`src/rtl/gamepad_pkg.sv`:
```
// Definitions shared by the device-side gamepad emulator and the host-side scanner.
package gamepad_pkg;

    typedef enum logic [1:0] {
        ST_IDLE  = 2'd0,
        ST_LOAD  = 2'd1,
        ST_SHIFT = 2'd2
    } gp_state_e;

    // Wire polarity: a pressed button (1) drives the data line low.
    localparam logic WIRE_INVERT = 1'b1;

    localparam int unsigned DEF_REG_WIDTH  = 12;
    localparam int unsigned DEF_DATA_WIDTH = 2;

endpackage

```
`src/rtl/gamepad_pin_sync.sv`:
```
// Multi-stage synchronizer for one asynchronous pad pin, followed by rise/fall edge detection.
module gamepad_pin_sync #(
    parameter int unsigned SYNC_STAGES = 2
) (
    input  logic clk,
    input  logic rst,
    input  logic pin,
    output logic level,
    output logic rise,
    output logic fall
);

    logic [SYNC_STAGES-1:0] sync_q;
    logic                   dly_q;

    always_ff @(posedge clk) begin
        if (rst) begin
            sync_q <= '0;
            dly_q  <= 1'b0;
        end else begin
            sync_q <= {sync_q[SYNC_STAGES-2:0], pin};
            dly_q  <= sync_q[SYNC_STAGES-1];
        end
    end

    always_comb begin
        level = sync_q[SYNC_STAGES-1];
        rise  = level & ~dly_q;
        fall  = ~level & dly_q;
    end

endmodule

```
`src/rtl/gamepad_dev.sv`:
```
// Device end of an NES/SNES-style serial pad link: latches `value` on the console latch and
// shifts it out LSB first on each console clock rise, one shift register per data line.
module gamepad_dev
    import gamepad_pkg::*;
#(
    parameter int unsigned REG_WIDTH   = DEF_REG_WIDTH,
    parameter int unsigned DATA_WIDTH  = DEF_DATA_WIDTH,
    parameter int unsigned SYNC_STAGES = 2,
    parameter bit          FILL_LEVEL  = 1'b1
) (
    input  logic                             clk,
    input  logic                             rst,
    input  logic                             gp_latch,
    input  logic                             gp_clk,
    output logic [DATA_WIDTH-1:0]            gp_data,
    input  logic [REG_WIDTH*DATA_WIDTH-1:0]  value,
    output logic                             evt_poll,
    output logic                             evt_done,
    output logic                             busy
);

    localparam int unsigned CNT_W = $clog2(REG_WIDTH) + 1;

    logic l_s, l_rise, l_fall;
    logic c_s, c_rise, c_fall;

    gamepad_pin_sync #(
        .SYNC_STAGES(SYNC_STAGES)
    ) u_latch_sync (
        .clk  (clk),
        .rst  (rst),
        .pin  (gp_latch),
        .level(l_s),
        .rise (l_rise),
        .fall (l_fall)
    );

    gamepad_pin_sync #(
        .SYNC_STAGES(SYNC_STAGES)
    ) u_clk_sync (
        .clk  (clk),
        .rst  (rst),
        .pin  (gp_clk),
        .level(c_s),
        .rise (c_rise),
        .fall (c_fall)
    );

    // Only rise strobes and the latch fall drive the protocol; levels are kept for visibility.
    logic unused_pins;
    assign unused_pins = ^{l_s, c_s, c_fall};

    gp_state_e                            state_q, state_d;
    logic [CNT_W-1:0]                     bit_cnt_q, bit_cnt_d;
    logic [DATA_WIDTH-1:0][REG_WIDTH-1:0] sr_q, sr_d;
    logic [DATA_WIDTH-1:0][REG_WIDTH-1:0] sr_load, sr_shift;
    logic                                 evt_poll_d, evt_done_d;
    logic                                 evt_poll_q, evt_done_q;
    logic [CNT_W-1:0]                     bit_cnt_inc;

    always_comb begin
        for (int k = 0; k < DATA_WIDTH; k++) begin
            sr_load[k]  = value[k*REG_WIDTH +: REG_WIDTH];
            sr_shift[k] = {FILL_LEVEL, sr_q[k][REG_WIDTH-1:1]};
        end
    end

    assign bit_cnt_inc = bit_cnt_q + 1'b1;

    always_comb begin
        state_d    = state_q;
        bit_cnt_d  = bit_cnt_q;
        sr_d       = sr_q;
        evt_poll_d = 1'b0;
        evt_done_d = 1'b0;
        unique case (state_q)
            ST_IDLE: begin
                // Latch rise reloads at once so bit 0 appears with the minimum latency.
                if (l_rise) begin
                    state_d = ST_LOAD;
                    sr_d    = sr_load;
                end else if (c_rise) begin
                    sr_d = sr_shift;
                end
            end
            ST_LOAD: begin
                sr_d = sr_load;
                if (l_fall) begin
                    state_d    = ST_SHIFT;
                    bit_cnt_d  = '0;
                    evt_poll_d = 1'b1;
                end
            end
            ST_SHIFT: begin
                if (l_rise) begin
                    state_d = ST_LOAD;
                    sr_d    = sr_load;
                end else if (c_rise) begin
                    sr_d      = sr_shift;
                    bit_cnt_d = bit_cnt_inc;
                    if (bit_cnt_inc == CNT_W'(REG_WIDTH)) begin
                        evt_done_d = 1'b1;
                        state_d    = ST_IDLE;
                    end
                end
            end
            default: begin
                state_d = ST_IDLE;
            end
        endcase
    end

    always_ff @(posedge clk) begin
        if (rst) begin
            state_q    <= ST_IDLE;
            bit_cnt_q  <= '0;
            sr_q       <= '0;
            evt_poll_q <= 1'b0;
            evt_done_q <= 1'b0;
        end else begin
            state_q    <= state_d;
            bit_cnt_q  <= bit_cnt_d;
            sr_q       <= sr_d;
            evt_poll_q <= evt_poll_d;
            evt_done_q <= evt_done_d;
        end
    end

    always_comb begin
        for (int k = 0; k < DATA_WIDTH; k++) begin
            gp_data[k] = sr_q[k][0] ^ WIRE_INVERT;
        end
    end

    assign evt_poll = evt_poll_q;
    assign evt_done = evt_done_q;
    assign busy     = (state_q == ST_SHIFT);

endmodule

```
`config.mk`:
```
export PLATFORM = sky130hd
export DESIGN_NAME = gamepad_dev
export DESIGN_NICKNAME = d
export VERILOG_FILES = /design/src/rtl/gamepad_pkg.sv /design/src/rtl/gamepad_pin_sync.sv /design/src/rtl/gamepad_dev.sv
export SDC_FILE = /design/constraint.sdc
export NUM_CORES = 1
export LEC_CHECK = 0
export CORE_AREA = 2 2 71 86
export DETAILED_ROUTE_END_ITERATION = 8
export DIE_AREA = 0 0 73 88
export GPL_TIMING_DRIVEN = 0
export SKIP_LAST_GASP = 1
export SYNTH_ARGS = -nofsm -noshare
export SYNTH_HDL_FRONTEND = slang
export SYNTH_SLANG_ARGS = --single-unit
```
`constraint.sdc`:
```
create_clock -name clk -period 1.65 [get_ports clk]
set_input_delay 0.33 -clock clk [delete_from_list [all_inputs] [get_ports clk]]
set_output_delay 0.33 -clock clk [all_outputs]
set_load 0.05 [all_outputs]
```
==> results by group <==
Placed design
  – Detailed Place HPWL: about 3.3 mm
  – PortBufs: 32
  – Placed insts: about 330
  – Placement Cell Area: between 0.002 and 0.003 mm2
  – GP Congestion: roughly 0.79

Setup path
  – WP data required: 1320 ps
  – Reg2reg setup slack: about 220 ps
  – Critical path class: reg -> out
  – Worst Setup End Kind: output pin
  – Max FO, Critical Path: 7
  – CP Launch Type: flop
  – WP data arrival: 1260 ps

Final layout
  – Core Util, Final: 0.474
  – Fin cells: between 300 and 400
  – Synth-to-Final Area Change: 22.8%
  – Share of cells above drive strength 1: 0.195
  – # nets final: 301
  – Filler Cell Count: approximately 560
  – Most frequent cells in the layout: nand2_1, dfxtp_1, clkdlybuf4s50_1
  – Final instance area: about 0.0027 mm2
  – Footprint of the multi-input gates: roughly 0.0012 mm2
  – Most common library cell in the layout ignoring fill and taps: nand2_1
  – Antenna diode count: 0
  – Sequential cell area: 781 um2

Route
  – ANT nets after route: 0
  – Routed wire length: slightly below 5 mm
  – Detailed-route via count: ~1800
  – WL/cell: 14.4 um
  – DR vias/cell: ~5.4
  – DRT Pass-1 Iters: 4
  – DRC Markers: 0
  – Initial DRC count: between 80 and 90

Timing
  – Final hold vios: 0
  – RSZ-0062 raised after global routing: yes
  – Fmax: about 630 MHz
  – Final setup viols: 0
  – Worst slew pin tran: between 700 and 800 ps
  – Layout Skew: 7.74 ps
  – Tcrit/Tclk final: 0.963
  – Max-slew violations: 0
  – Max_slew headroom: 0.511
  – Final Critical Period: around 1600 ps

Floorplan
  – Die ar.: 0.00642 mm2
  – Die width: 73 um
  – Initial Utilization: 0.386
  – Die Height: roughly 88 um
  – Site Rows: 30
  – CORE AREA: 0.00559 mm2
  – I/O Pins: 33

Pwr
  – Clk pwr share: 0.337
  – Leak: between 0.9 and 1 nW
  – NetSw: about 0.54 mW
  – Combinational power share: 0.167
  – Power per Cell Area: approximately 800 mW/mm2
  – Max VDD drop: ~0.00048 V
  – Int Power: about 1.6 mW
  – Sequential share of power: 0.496
  – Sw Share: 0.259

Yosys
  – Ys Warns: 0
  – Synth top area share: 0.361
  – Synthesized instance count: around 230
  – Post-Synth Simple-Gate Area: 0.194
  – Main combinational cell family by area after synthesis: compound AO/OA/AOI/OAI gates
  – Mux contribution to synthesized area: 0.109
  – Syn Area/Cell: 9.31 um2
  – Post-Syn Area: approximately 0.0022 mm2
  – Post-synth EDFFs: 0
  – Yosys cell types: 40
  – Post-Synth XOR/XNOR Area: 0.00811
  – Compound-Gate Fraction of Synth Area: 0.247
  – Main synth FF type: dfxtp_1
  – Synth Register Bits: 39
  – Seq/Total Area, Yosys: 0.361
  – Adder-cell share of the synthesized area: 0.0116
  – Top area cells in the synthesized netlist: dfxtp_1, a311oi_2, mux2_1, nand2_1, o22ai_1
  – Synth area leader: dfxtp_1
  – Async set-reset flop share out of synthesis: 0
  – Mapped Nets: about 260

Global route
  – Vias in the first global route: around 1700
  – Antenna violations before repair: 0
  – Pin count of the biggest net entering global routing: 12
  – First-pass GRT wire length: between 8 and 9 mm
  – Overflow after GRT: 0
  – GRT Total Usage: 0.160

Clock network
  – CTS Buffer Depth: 2
  – CTS Hold Bufs: 0
  – CTS tree: done
  – CTS clk-pin slew, worst paths: roughly 70 ps
  – Number of CTS-inserted buffers: 5
  – Clock latency on the worst-skew pair: between 200 and 300 ps
  – H-tree levels: 2
  – Clk Tree Root Cell: clkbuf_8
  – CTS Sinks: 39

Flow run
  – Max-cap viol count: 0

Outcome
  – Status: complete, no violations

Worst hold path
  – Worst hold path type: reg -> reg
## worst max-delay path, stage by stage, from the launching register on
cell and delay, ps:
dfxtp_1 370, nand2b_2 250, inv_2 100, buf_2 260
## logic make-up after synthesis
family,count (synthesis)
muxes,21
and+or+nand+nor,87
xor gates and xnor gates,2
DFF,39
AOI/OAI and AO/OA,57
adders and majority gates,2
buffers and inverters,24
## routing by layer
layer  vias up  routed length (um)  share of wire  global-route usage
met1       854                2300           0.48               0.219
met2        37                2210           0.46               0.242
met3        11                 212          0.044              0.0391
met4         0                 109          0.023              0.0623
met5         -                   0              0                   0
li1        929                   -              -                   -
## final timing paths
kind / startpoint / end / cells after the start
worst min-delay path: u_latch_sync.sync_q[0]$_SDFF_PP0_ / u_latch_sync.sync_q[1]$_SDFF_PP0_ / 1
worst min register to register: u_latch_sync.sync_q[0]$_SDFF_PP0_ / u_latch_sync.sync_q[1]$_SDFF_PP0_ / 1
worst max-delay path: state_q[0]$_SDFFE_PP0P_ / busy / 3
worst max register to register: state_q[0]$_SDFFE_PP0P_ / sr_q[5]$_SDFFE_PP0P_ / 4
## registers in the layout, indices dropped and copies added, names as in the netlist
name / count
state_q: 2
sr_q: 24
bit_cnt_q: 5
u_clk_sync.dly_q: 1
u_latch_sync.sync_q: 2
u_clk_sync.sync_q: 2
evt_poll: 1
u_latch_sync.dly_q: 1
evt_done: 1
## layout make-up
cell class	instances	area share
Buffer	19	0.0500
Clock buffer	8	0.0377
Inverter	5	0.00708
Multi-Input combinational cell	169	0.464
Sequential cell	39	0.294
Tap cell	64	0.0302
Timing Repair Buffer	32	0.117
## synthesized netlist by cell type, drive strengths merged (4+ instances only)
library cell	number
nand2	49
nor2b	9
clkbuf	4
buf	15
mux2	20
nor2	12
a21oi	6
o22ai	23
dfxtp	39
inv	5
a311oi	22
## metrics by stage
step | total power [mW] | hold slack, ps | worst slack (ps) | setup TNS [ps]
after CTS | 2.14 | 448 | -73.4 | -73.4
after detailed placement | 1.42 | 430 | -295 | -3860
after global placement | 1.42 | 416 | -275 | -3560
after global routing | 2.21 | 459 | -12.1 | -12.1
after floorplan | 1.29 | 414 | 355 | 0
final | 2.10 | 440 | 60.3 | 0
## what timing repair did
item,in CTS,in global routing
setup buffers,0,0
resized for setup,7,4
endpoints found under the setup margin,5,11
## power by group through the flow
stage	sequential [mW]	clock [mW]	combinational (mW)
after floorplan	1.05	0	0.234
after global placement	1.07	0	0.350
after detailed placement	1.07	0	0.355
after CTS	1.04	0.740	0.354
after global routing	1.05	0.766	0.387
final	1.04	0.709	0.351
(Power assumes the default switching activity.)
